==> src/rtl/ps2_note_decoder_pkg.sv <==
// Shared scancode constants, FSM state and key-class encodings for the PS/2 note decoder.
package ps2_note_decoder_pkg;

  localparam int unsigned BYTE_W = 8;
  localparam int unsigned NOTE_W = 4;
  localparam int unsigned OCT_W  = 3;
  localparam int unsigned SEL_W  = 3;

  localparam logic [BYTE_W-1:0] SC_BREAK   = 8'hF0;
  localparam logic [BYTE_W-1:0] SC_EXT     = 8'hE0;
  localparam logic [BYTE_W-1:0] SC_OCT_DN  = 8'h1A;
  localparam logic [BYTE_W-1:0] SC_OCT_UP  = 8'h22;
  localparam logic [BYTE_W-1:0] SC_ADSR_DN = 8'h21;
  localparam logic [BYTE_W-1:0] SC_ADSR_UP = 8'h2A;
  localparam logic [BYTE_W-1:0] SC_SEL_1   = 8'h16;
  localparam logic [BYTE_W-1:0] SC_SEL_2   = 8'h1E;
  localparam logic [BYTE_W-1:0] SC_SEL_3   = 8'h26;
  localparam logic [BYTE_W-1:0] SC_SEL_4   = 8'h25;

  localparam logic [BYTE_W-1:0] SC_NOTE_C  = 8'h1C;
  localparam logic [BYTE_W-1:0] SC_NOTE_CS = 8'h1D;
  localparam logic [BYTE_W-1:0] SC_NOTE_D  = 8'h1B;
  localparam logic [BYTE_W-1:0] SC_NOTE_DS = 8'h24;
  localparam logic [BYTE_W-1:0] SC_NOTE_E  = 8'h23;
  localparam logic [BYTE_W-1:0] SC_NOTE_F  = 8'h2B;
  localparam logic [BYTE_W-1:0] SC_NOTE_FS = 8'h2C;
  localparam logic [BYTE_W-1:0] SC_NOTE_G  = 8'h34;
  localparam logic [BYTE_W-1:0] SC_NOTE_GS = 8'h35;
  localparam logic [BYTE_W-1:0] SC_NOTE_A  = 8'h33;
  localparam logic [BYTE_W-1:0] SC_NOTE_AS = 8'h3C;
  localparam logic [BYTE_W-1:0] SC_NOTE_B  = 8'h3B;

  typedef enum logic [1:0] {
    ST_IDLE,
    ST_BREAK,
    ST_EXT,
    ST_EXT_BRK
  } state_e;

  typedef enum logic [2:0] {
    KC_NONE,
    KC_NOTE,
    KC_OCT_UP,
    KC_OCT_DN,
    KC_ADSR_UP,
    KC_ADSR_DN,
    KC_SEL
  } key_class_e;

  typedef struct packed {
    key_class_e        cls;
    logic [NOTE_W-1:0] idx;
  } key_info_t;

endpackage

==> src/rtl/ps2_note_decoder_if.sv <==
// Byte-strobe input and decoded note/control bus between the PS/2 receiver, decoder and synth.
interface ps2_note_decoder_if;
  import ps2_note_decoder_pkg::*;

  logic [BYTE_W-1:0] ps2_byte;
  logic              ps2_byte_valid;
  logic [NOTE_W-1:0] note;
  logic              note_in;
  logic [OCT_W-1:0]  octave;
  logic              octave_plus_plus;
  logic              octave_minus_minus;
  logic              ADSR_plus_plus;
  logic              ADSR_minus_minus;
  logic [SEL_W-1:0]  ADSR_selector;

  modport master (
    output ps2_byte, ps2_byte_valid,
    input  note, note_in, octave, octave_plus_plus, octave_minus_minus,
           ADSR_plus_plus, ADSR_minus_minus, ADSR_selector
  );

  modport slave (
    input  ps2_byte, ps2_byte_valid,
    output note, note_in, octave, octave_plus_plus, octave_minus_minus,
           ADSR_plus_plus, ADSR_minus_minus, ADSR_selector
  );
endinterface

==> src/rtl/ps2_note_decoder_scancode_lookup.sv <==
// Combinational map from a set-2 scancode to its key class and index.
module ps2_note_decoder_scancode_lookup
  import ps2_note_decoder_pkg::*;
(
  input  logic [BYTE_W-1:0] code_i,
  output key_info_t         key_c_o
);

  always_comb begin
    key_c_o.cls = KC_NONE;
    key_c_o.idx = '0;
    case (code_i)
      SC_NOTE_C:  begin key_c_o.cls = KC_NOTE; key_c_o.idx = 4'd0;  end
      SC_NOTE_CS: begin key_c_o.cls = KC_NOTE; key_c_o.idx = 4'd1;  end
      SC_NOTE_D:  begin key_c_o.cls = KC_NOTE; key_c_o.idx = 4'd2;  end
      SC_NOTE_DS: begin key_c_o.cls = KC_NOTE; key_c_o.idx = 4'd3;  end
      SC_NOTE_E:  begin key_c_o.cls = KC_NOTE; key_c_o.idx = 4'd4;  end
      SC_NOTE_F:  begin key_c_o.cls = KC_NOTE; key_c_o.idx = 4'd5;  end
      SC_NOTE_FS: begin key_c_o.cls = KC_NOTE; key_c_o.idx = 4'd6;  end
      SC_NOTE_G:  begin key_c_o.cls = KC_NOTE; key_c_o.idx = 4'd7;  end
      SC_NOTE_GS: begin key_c_o.cls = KC_NOTE; key_c_o.idx = 4'd8;  end
      SC_NOTE_A:  begin key_c_o.cls = KC_NOTE; key_c_o.idx = 4'd9;  end
      SC_NOTE_AS: begin key_c_o.cls = KC_NOTE; key_c_o.idx = 4'd10; end
      SC_NOTE_B:  begin key_c_o.cls = KC_NOTE; key_c_o.idx = 4'd11; end
      SC_OCT_UP:  key_c_o.cls = KC_OCT_UP;
      SC_OCT_DN:  key_c_o.cls = KC_OCT_DN;
      SC_ADSR_UP: key_c_o.cls = KC_ADSR_UP;
      SC_ADSR_DN: key_c_o.cls = KC_ADSR_DN;
      SC_SEL_1:   begin key_c_o.cls = KC_SEL; key_c_o.idx = 4'd0; end
      SC_SEL_2:   begin key_c_o.cls = KC_SEL; key_c_o.idx = 4'd1; end
      SC_SEL_3:   begin key_c_o.cls = KC_SEL; key_c_o.idx = 4'd2; end
      SC_SEL_4:   begin key_c_o.cls = KC_SEL; key_c_o.idx = 4'd3; end
      default:    ;
    endcase
  end

endmodule

==> src/rtl/ps2_note_decoder.sv <==
// PS/2 set-2 prefix tracker producing the held-note bus, typematic-free adjust pulses,
// saturating octave and envelope-stage selector.
module ps2_note_decoder
  import ps2_note_decoder_pkg::*;
#(
  parameter int unsigned OCT_DEFAULT = 4,
  parameter int unsigned OCT_MIN     = 0,
  parameter int unsigned OCT_MAX     = 7
) (
  input  logic          iClock,
  input  logic          iResetn,
  ps2_note_decoder_if.slave ps2_if
);

  state_e            state_q;
  logic [NOTE_W-1:0] note_q;
  logic              note_in_q;
  logic [OCT_W-1:0]  octave_q;
  logic [SEL_W-1:0]  sel_q;
  logic              oct_up_q, oct_dn_q, adsr_up_q, adsr_dn_q;
  logic              held_oct_up_q, held_oct_dn_q, held_adsr_up_q, held_adsr_dn_q;
  key_info_t         key;

  ps2_note_decoder_scancode_lookup u_lookup (
    .code_i  (ps2_if.ps2_byte),
    .key_c_o (key)
  );

  // Prefix FSM and all output state advance only on accepted byte strobes; pulses self-clear.
  always_ff @(posedge iClock) begin
    if (!iResetn) begin
      state_q        <= ST_IDLE;
      note_q         <= '0;
      note_in_q      <= 1'b0;
      octave_q       <= OCT_W'(OCT_DEFAULT);
      sel_q          <= '0;
      oct_up_q       <= 1'b0;
      oct_dn_q       <= 1'b0;
      adsr_up_q      <= 1'b0;
      adsr_dn_q      <= 1'b0;
      held_oct_up_q  <= 1'b0;
      held_oct_dn_q  <= 1'b0;
      held_adsr_up_q <= 1'b0;
      held_adsr_dn_q <= 1'b0;
    end else begin
      oct_up_q  <= 1'b0;
      oct_dn_q  <= 1'b0;
      adsr_up_q <= 1'b0;
      adsr_dn_q <= 1'b0;
      if (ps2_if.ps2_byte_valid) begin
        case (state_q)
          ST_IDLE: begin
            if (ps2_if.ps2_byte == SC_BREAK) begin
              state_q <= ST_BREAK;
            end else if (ps2_if.ps2_byte == SC_EXT) begin
              state_q <= ST_EXT;
            end else begin
              case (key.cls)
                KC_NOTE: begin
                  note_q    <= key.idx;
                  note_in_q <= 1'b1;
                end
                KC_OCT_UP: if (!held_oct_up_q) begin
                  held_oct_up_q <= 1'b1;
                  oct_up_q      <= 1'b1;
                  if (octave_q < OCT_W'(OCT_MAX)) octave_q <= octave_q + OCT_W'(1);
                end
                KC_OCT_DN: if (!held_oct_dn_q) begin
                  held_oct_dn_q <= 1'b1;
                  oct_dn_q      <= 1'b1;
                  if (octave_q > OCT_W'(OCT_MIN)) octave_q <= octave_q - OCT_W'(1);
                end
                KC_ADSR_UP: if (!held_adsr_up_q) begin
                  held_adsr_up_q <= 1'b1;
                  adsr_up_q      <= 1'b1;
                end
                KC_ADSR_DN: if (!held_adsr_dn_q) begin
                  held_adsr_dn_q <= 1'b1;
                  adsr_dn_q      <= 1'b1;
                end
                KC_SEL:  sel_q <= SEL_W'(key.idx);
                default: ;
              endcase
            end
          end
          ST_BREAK: begin
            state_q <= ST_IDLE;
            case (key.cls)
              KC_NOTE:    if (key.idx == note_q) note_in_q <= 1'b0;
              KC_OCT_UP:  held_oct_up_q  <= 1'b0;
              KC_OCT_DN:  held_oct_dn_q  <= 1'b0;
              KC_ADSR_UP: held_adsr_up_q <= 1'b0;
              KC_ADSR_DN: held_adsr_dn_q <= 1'b0;
              default:    ;
            endcase
          end
          ST_EXT:     state_q <= (ps2_if.ps2_byte == SC_BREAK) ? ST_EXT_BRK : ST_IDLE;
          ST_EXT_BRK: state_q <= ST_IDLE;
          default:    state_q <= ST_IDLE;
        endcase
      end
    end
  end

  assign ps2_if.note               = note_q;
  assign ps2_if.note_in            = note_in_q;
  assign ps2_if.octave             = octave_q;
  assign ps2_if.octave_plus_plus   = oct_up_q;
  assign ps2_if.octave_minus_minus = oct_dn_q;
  assign ps2_if.ADSR_plus_plus     = adsr_up_q;
  assign ps2_if.ADSR_minus_minus   = adsr_dn_q;
  assign ps2_if.ADSR_selector      = sel_q;

endmodule
==> src/flat_wrapper.sv <==
// flat-port wrapper written by rule: the top's interface ports become plain ports
module ps2_note_decoder_flat import ps2_note_decoder_pkg::*;
#(
  parameter int unsigned OCT_DEFAULT = 4,
  parameter int unsigned OCT_MIN     = 0,
  parameter int unsigned OCT_MAX     = 7
)
  (iClock, iResetn, ps2_if_ps2_byte, ps2_if_ps2_byte_valid, ps2_if_note, ps2_if_note_in, ps2_if_octave, ps2_if_octave_plus_plus, ps2_if_octave_minus_minus, ps2_if_ADSR_plus_plus, ps2_if_ADSR_minus_minus, ps2_if_ADSR_selector);
  ps2_note_decoder_if ps2_if_i ();
  input  logic iClock;
  input  logic iResetn;
  input wire logic [$bits(ps2_if_i.ps2_byte)-1:0] ps2_if_ps2_byte;
  input wire logic [$bits(ps2_if_i.ps2_byte_valid)-1:0] ps2_if_ps2_byte_valid;
  output wire logic [$bits(ps2_if_i.note)-1:0] ps2_if_note;
  output wire logic [$bits(ps2_if_i.note_in)-1:0] ps2_if_note_in;
  output wire logic [$bits(ps2_if_i.octave)-1:0] ps2_if_octave;
  output wire logic [$bits(ps2_if_i.octave_plus_plus)-1:0] ps2_if_octave_plus_plus;
  output wire logic [$bits(ps2_if_i.octave_minus_minus)-1:0] ps2_if_octave_minus_minus;
  output wire logic [$bits(ps2_if_i.ADSR_plus_plus)-1:0] ps2_if_ADSR_plus_plus;
  output wire logic [$bits(ps2_if_i.ADSR_minus_minus)-1:0] ps2_if_ADSR_minus_minus;
  output wire logic [$bits(ps2_if_i.ADSR_selector)-1:0] ps2_if_ADSR_selector;
  assign ps2_if_i.ps2_byte = ps2_if_ps2_byte;
  assign ps2_if_i.ps2_byte_valid = ps2_if_ps2_byte_valid;
  assign ps2_if_note = ps2_if_i.note;
  assign ps2_if_note_in = ps2_if_i.note_in;
  assign ps2_if_octave = ps2_if_i.octave;
  assign ps2_if_octave_plus_plus = ps2_if_i.octave_plus_plus;
  assign ps2_if_octave_minus_minus = ps2_if_i.octave_minus_minus;
  assign ps2_if_ADSR_plus_plus = ps2_if_i.ADSR_plus_plus;
  assign ps2_if_ADSR_minus_minus = ps2_if_i.ADSR_minus_minus;
  assign ps2_if_ADSR_selector = ps2_if_i.ADSR_selector;
  ps2_note_decoder #(.OCT_DEFAULT(OCT_DEFAULT), .OCT_MIN(OCT_MIN), .OCT_MAX(OCT_MAX)) u_core (.iClock(iClock), .iResetn(iResetn), .ps2_if(ps2_if_i));
endmodule
==> config.mk <==
export PLATFORM = sky130hd
export DESIGN_NAME = ps2_note_decoder_flat
export DESIGN_NICKNAME = d
export VERILOG_FILES = /design/src/rtl/ps2_note_decoder_pkg.sv /design/src/rtl/ps2_note_decoder_if.sv /design/src/rtl/ps2_note_decoder_scancode_lookup.sv /design/src/rtl/ps2_note_decoder.sv /design/src/flat_wrapper.sv
export SDC_FILE = /design/constraint.sdc
export NUM_CORES = 1
export LEC_CHECK = 0
export ABC_AREA = 1
export BUFFER_PORTS_ARGS = -buffer_cell sky130_fd_sc_hd__clkbuf_2
export CAP_MARGIN = 20
export CORE_UTILIZATION = 55
export DETAILED_ROUTE_END_ITERATION = 12
export GPL_TIMING_DRIVEN = 0
export PLACE_DENSITY = 0.78
export RECOVER_POWER = 100
export REMOVE_ABC_BUFFERS = 1
export SETUP_SLACK_MARGIN = 0.3
export SKIP_CTS_REPAIR_TIMING = 1
export SYNTH_ARGS = -nofsm -noshare
export SYNTH_HDL_FRONTEND = slang
export SYNTH_SLANG_ARGS = --single-unit
==> constraint.sdc <==
create_clock -name iClock -period 3.3 [get_ports iClock]
set_clock_uncertainty 0.15 [all_clocks]
set_input_delay 0.165 -clock iClock [delete_from_list [all_inputs] [get_ports iClock]]
set_output_delay 0.165 -clock iClock [all_outputs]
set_load 0.02 [all_outputs]
-- Word-level counts from Yosys, hierarchy flattened
Cells that the tools add are included.
- memories: 0
- bits in registers: 21
- bits in read-only memories: 0
- latch bits: 0
- RAM bits: 0
- logic and storage cells: 139
- muxes and demuxes: 41
- equality and inequality tests: 50
- bitwise operators: 9
- reductions and logical operators: 22
- $mul: 0
- shift-type cells: 0
- div/mod/pow operators: 0
- magnitude comparators: 2
- $add $sub $neg: 2
- operators by type and width (operator ; number):
    $eq A8 B6 Y1 const B ; 14
    $eq A8 B5 Y1 const B ; 6
    $pmux W4 S11 ; 1
    $mux W1 ; 25
    $reduce_and A6 Y1 ; 4
    $reduce_or A6 Y1 ; 4
    $ne A2 B1 Y1 const B ; 9
    $pmux W3 S6 ; 1
    $eq A8 B8 Y1 const B ; 2
    $ne A2 B2 Y1 const B ; 8
    $mux W3 ; 4
    $reduce_or A12 Y1 ; 1
    $pmux W1 S2 ; 5
    $reduce_and A5 Y1 ; 2
    $eq A3 B3 Y1 const B ; 3
    $not A1 Y1 ; 9
    $reduce_and A9 Y1 ; 1
    $reduce_or A2 Y1 ; 4
    $reduce_and A7 Y1 ; 1
    $eq A3 B2 Y1 const B ; 2
    $mux W2 ; 3
    $pmux W2 S3 ; 1
    $pmux W3 S2 ; 1
    $eq A2 B2 Y1 const B ; 2
    12 further kinds ; 13

-- Depth between registers and ports, before layout
- word-level depth: 8
- mapped depth: 13

-- Modules after synthesis
From an unflattened synthesis, not the netlist that was laid out.
- cell total of the unflattened synthesis: 256
- area, all modules: 1547.7 um2
- modules (own cells, without submodules) (module ; cells an instance ; area each (um2) ; seq. area each (um2) ; instances):
    ps2_note_decoder ; 179 ; 1186.1 ; 420.4 ; 1
    ps2_note_decoder_scancode_lookup ; 77 ; 361.6 ; 0.0 ; 1

-- Worst setup path before layout
OpenSTA, ideal clock, no wires.
- path kind: input to register
- start point: input port ps2_if_ps2_byte[6]
- end point: register u_core.octave_q[2] (netlist: u_core.ps2_if.octave[2])
- data required time: 3.031 ns
- setup slack: 1.715 ns
- library setup time: 0.119 ns
- cell stages on the path: 10
- arrival time: 1.316 ns
- cell sequence: inv_1 nand2_1 nor2_1 nand2_2 xor2_1 inv_1 ha_1 o21bai_1 xor2_1 o21ai_1
- longest elaborated chain between the ends: 6
- elaborated cells on any way between the ends: 36
- RTL lines (element ; line ; text):
    from (decl) ; flat_wrapper.sv:12 ; input wire logic [$bits(ps2_if_i.ps2_byte)-1:0] ps2_if_ps2_byte;
    $eq A8 B6 Y1 or $eq A8 B5 Y1 (tied branches) ; ps2_note_decoder_scancode_lookup.sv:12 ; case (code_i)
    $reduce_or A12 Y1 (no source line) or $reduce_or A4 Y1 (tied branches) ; -- ;
    $pmux W3 S6 ; ps2_note_decoder_scancode_lookup.sv:12 ;
    $eq A3 B2 Y1 ; ps2_note_decoder.sv:58 ; case (key.cls)
    $ne A2 B2 Y1 (no source line) (tied with other cells) ; -- ;
    $reduce_and A9 Y1 (no source line) ; -- ;
    to (signal assigned) ; ps2_note_decoder.sv:35 ; octave_q <= OCT_W'(OCT_DEFAULT);
    to (signal assigned) ; ps2_note_decoder.sv:66 ; if (octave_q < OCT_W'(OCT_MAX)) octave_q <= octave_q + OCT_W'(1);
    to (signal assigned) ; ps2_note_decoder.sv:71 ; if (octave_q > OCT_W'(OCT_MIN)) octave_q <= octave_q - OCT_W'(1);
    to (decl) ; ps2_note_decoder.sv:18 ; logic [OCT_W-1:0] octave_q;
Several ways; a longest one is shown, not always the timed one.
A chain may end at the register's enable or synchronous reset.

-- Worst setup path after layout
- start point: register u_core.state_q[1]
- end point: register u_core.note_q[1] (netlist: u_core.ps2_if.note[1])
- longest elaborated chain between the ends: 2
- RTL lines (element ; line ; text):
    from (decl) ; ps2_note_decoder.sv:15 ; state_e state_q;
    from (signal assigned) ; ps2_note_decoder.sv:97 ; ST_EXT: state_q <= (ps2_if.ps2_byte == SC_BREAK) ? ST_EXT_BRK : ST_IDLE;
    $logic_not A2 Y1 ; ps2_note_decoder.sv:51 ; case (state_q)
    $reduce_and A5 Y1 (no source line) ; -- ;
    to (signal assigned) ; ps2_note_decoder.sv:60 ; note_q <= key.idx;
    to (decl) ; ps2_note_decoder.sv:16 ; logic [NOTE_W-1:0] note_q;
No other way between the ends.

==> flow_metrics.py <==
metrics = {
    "die": {
        "initial_core_util": 0.594,
        "io_pins": 26,
        "rows": 17,
        "placeableCoreArea_sq_mm": 0.00223,
        "fp.dieW_um": 51.1,
        "die-height_um": 51.1,
        "dieArea_sq_mm": 0.00261,
    },
    "global_route": {
        "grt_util_all_layers": 0.268,
        "via_count_of_the_first_global_routing_pass": 1255,
        "grt_first_pass_wirelength_mm": 5.28,
        "largest_net_degree_at_the_start_of_global_routing": 14,
        "gr-total-overflow": 0,
        "antenna_violations_before_repair": 0,
    },
    "outcome": {
        "status": "complete, no violations",
    },
    "critical_path": {
        "worst_r2r_endpoint": "u_core.ps2_if.note[1]",
        "crit_end": "u_core.ps2_if.note[1]",
        "timing.rr.start": "u_core.state_q[1]",
        "critical_path.endpoint_type": "flip-flop",
        "timing.critical_path.arrival_ps": 1750,
        "critical_path_required_ps": 3340,
        "timing.reg2reg.worst_path_depth": 6,
        "timing_worst_setup_path_type": "reg -> reg",
        "critPathMaxFanout": 9,
        "critical_path.startpoint": "u_core.state_q[1]",
        "startpoint_type": "flip-flop",
        "reg_to_reg_setup_timing_slack_ps": 1590,
    },
    "placed_design": {
        "hpwlAfterDp_mm": 2.40,
        "dp_worst_setup_slack_ps": 1370,
        "gp_congestion": 0.930,
        "buffer_ports.inserted": 25,
        "placement.cell_area_sq_mm": 0.00148,
    },
    "hold_path": {
        "worstHoldPathType": "in -> reg",
        "min-delay-start": "ps2_if_ps2_byte[0]",
    },
    "timing": {
        "summed_negative_setup_slack_over_all_endpoints_ps": 0,
        "period_needed_ps": 1710,
        "maxClockFrequency_ghz": 0.585,
        "hold_slack_ps": 72.2,
        "post-route-worst-setup-slack_ps": 1590,
        "period_share": 0.518,
        "setup-violations-final": 0,
        "hold_viol": 0,
        "slew_worst_pin_ps": 315,
        "maxSlewViolCount": 0,
        "worst_slew_slack_as_a_fraction_of_its_limit": 0.786,
        "setup_repair_after_global_routing_missed_its_margin": "no",
    },
    "yosys": {
        "synth.cell_area_sq_mm": 0.00133,
        "yosysWarningCount": 0,
        "syn-mean-instance-area_sq_um": 6.17,
        "ys_seq_area_frac": 0.317,
        "synth_cells": 215,
        "postSynthRegisterBits": 21,
        "synthDistinctLibCells": 27,
    },
    "final_layout": {
        "layout.cell_area.non_filler_sq_mm": 0.00148,
        "finalNetCount": 257,
        "fillerInstances": 233,
        "layout-drive-gt1-share": 0.0984,
        "synthToLayoutAreaGrowth_pct": 11.8,
        "antenna_cells": 0,
    },
    "routing": {
        "drt-initial-drc-count": 39,
        "drc": 0,
        "detail-route-antenna-nets": 0,
        "drtPass1Iterations": 4,
        "routed_wire_length_per_instance_um": 11.1,
        "routed-via-count": 1410,
        "drt-vias-per-instance": 5.18,
        "wirelength_mm": 3.02,
    },
    "clocking": {
        "cts_buffers": 3,
        "max-clock-path-buffers": 2,
        "clock_tree_root": "sky130_fd_sc_hd__clkbuf_4",
        "clock_latency_ps": 310,
        "cts.htree.levels": 1,
        "tritoncts": "built",
        "number_of_clock_sinks": 21,
        "clock_transition_at_the_registers_of_the_reported_paths_ps": 130,
    },
    "pwr": {
        "vdd.ir_drop.worst_mv": 0.253,
        "pwr_density_cell_mw_per_mm2": 298,
        "p_leak_uw": 0.000734,
        "total_power_uw": 442,
    },
    "job": {
        "maxCapViolCount": 0,
    },
}
critical path: stages (launching register included):
cell and delay [ps]:
sky130_fd_sc_hd__dfxtp_1 370, sky130_fd_sc_hd__nor2_1 280, sky130_fd_sc_hd__nand3_1 170, sky130_fd_sc_hd__nor2_1 160
sky130_fd_sc_hd__nand2_1 200, sky130_fd_sc_hd__o21ai_0 210, sky130_fd_sc_hd__a21oi_1 60
placed cells by master (no fill, tap or decap), types with 2 or more instances in the layout:
cell type,instances
sky130_fd_sc_hd__clkbuf_4,3
sky130_fd_sc_hd__nor3_1,8
sky130_fd_sc_hd__dfxtp_1,21
sky130_fd_sc_hd__nand2_1,64
sky130_fd_sc_hd__a31oi_1,2
sky130_fd_sc_hd__nand2_2,2
sky130_fd_sc_hd__o21bai_1,2
sky130_fd_sc_hd__nor3_2,2
sky130_fd_sc_hd__nand3_1,8
sky130_fd_sc_hd__inv_1,25
sky130_fd_sc_hd__xor2_1,4
sky130_fd_sc_hd__nor2_2,3
sky130_fd_sc_hd__clkbuf_2,9
sky130_fd_sc_hd__clkbuf_1,17
sky130_fd_sc_hd__nor2_4,2
sky130_fd_sc_hd__a21oi_1,15
sky130_fd_sc_hd__inv_2,2
sky130_fd_sc_hd__o21ai_1,3
sky130_fd_sc_hd__nor2_1,34
sky130_fd_sc_hd__o21ai_0,10
worst min path at each step:
stage                                                 to  slack, ps  depth (start not counted)
final                     u_core.ps2_if.ADSR_minus_minus         70                          3
after global routing                u_core.held_oct_dn_q        110                          3
after CTS                              u_core.state_q[0]        -40                          3
after detailed placement  u_core.ps2_if.ADSR_minus_minus        260                          1
after global placement    u_core.ps2_if.ADSR_minus_minus        260                          1
after floorplan                    u_core.held_adsr_dn_q        150                          2
cell type report:
type                       instances  area [sq um]  area share
clock buffer                       4          26.3      0.0177
multi-input combinational        166           786       0.530
sequential                        21           420       0.283
timing repair buffer              26           115      0.0776
tap                               28          35.0      0.0236
inverter                          27           101      0.0683
state kept, by name, indices dropped and copies added, names as in the netlist:
signal and count:
u_core.held_adsr_dn_q 1, u_core.held_adsr_up_q 1, u_core.held_oct_dn_q 1, u_core.held_oct_up_q 1
u_core.ps2_if.ADSR_minus_minus 1, u_core.ps2_if.ADSR_plus_plus 1, u_core.ps2_if.ADSR_selector 3, u_core.ps2_if.note 4
u_core.ps2_if.note_in 1, u_core.ps2_if.octave 3, u_core.ps2_if.octave_minus_minus 1, u_core.ps2_if.octave_plus_plus 1
u_core.state_q 2
report_power, final:
part,switching (uW),internal (uW),leakage [uW]
clock,80.1,47.1,0.0000150
combinational,40.5,17.5,0.000550
sequential,1.53,256,0.000169
total,122,320,0.000734
synthesized netlist by cell type:
cell type,n,area share
sky130_fd_sc_hd__a21oi_1,14,0.053
sky130_fd_sc_hd__a21oi_2,1,0.0066
sky130_fd_sc_hd__a31oi_1,2,0.0094
sky130_fd_sc_hd__clkbuf_1,1,0.0028
sky130_fd_sc_hd__dfxtp_1,21,0.32
sky130_fd_sc_hd__ha_1,1,0.0094
sky130_fd_sc_hd__inv_1,25,0.071
sky130_fd_sc_hd__inv_2,2,0.0057
sky130_fd_sc_hd__nand2_1,61,0.17
sky130_fd_sc_hd__nand2_2,4,0.019
sky130_fd_sc_hd__nand2_4,1,0.0085
sky130_fd_sc_hd__nand3_1,8,0.030
sky130_fd_sc_hd__nand3_2,1,0.0075
sky130_fd_sc_hd__nand3b_1,1,0.0057
sky130_fd_sc_hd__nand4_1,1,0.0047
sky130_fd_sc_hd__nor2_1,34,0.096
sky130_fd_sc_hd__nor2_2,3,0.014
sky130_fd_sc_hd__nor2_4,2,0.017
sky130_fd_sc_hd__nor3_1,8,0.030
sky130_fd_sc_hd__nor3_2,2,0.015
sky130_fd_sc_hd__nor4_1,1,0.0047
sky130_fd_sc_hd__o211a_1,1,0.0075
sky130_fd_sc_hd__o21ai_0,9,0.034
sky130_fd_sc_hd__o21ai_1,4,0.015
sky130_fd_sc_hd__o21bai_1,2,0.011
sky130_fd_sc_hd__o311ai_1,1,0.0066
sky130_fd_sc_hd__xor2_1,4,0.026
kinds of logic (layout without fill, tap and decap cells):
| kind of cell | after synthesis | count (layout) | synth area share |
|---|---|---|---|
| adder cells (fa/ha/maj) | 1 | 1 | 0.00942 |
| buffers and inverters | 28 | 57 | 0.0792 |
| flip-flops | 21 | 21 | 0.317 |
| AO/OA/AOI/OAI | 34 | 34 | 0.143 |
| AND/OR/NAND/NOR | 127 | 127 | 0.425 |
| XOR/XNOR | 4 | 4 | 0.0264 |
layer usage:
metal	GRT usage	wire, um
met2	0.474	1480
met3	0.0536	134
met4	0.0648	17
met5	0	0
met1	0.328	1390
metrics by stage:
step	util	std cells
detailed placement	0.664	267
CTS	0.676	271
floorplan	-	214
global route	0.664	272
global placement	0.664	267
finish	0.664	272
Note: power is estimated with default switching activity, not from simulation.
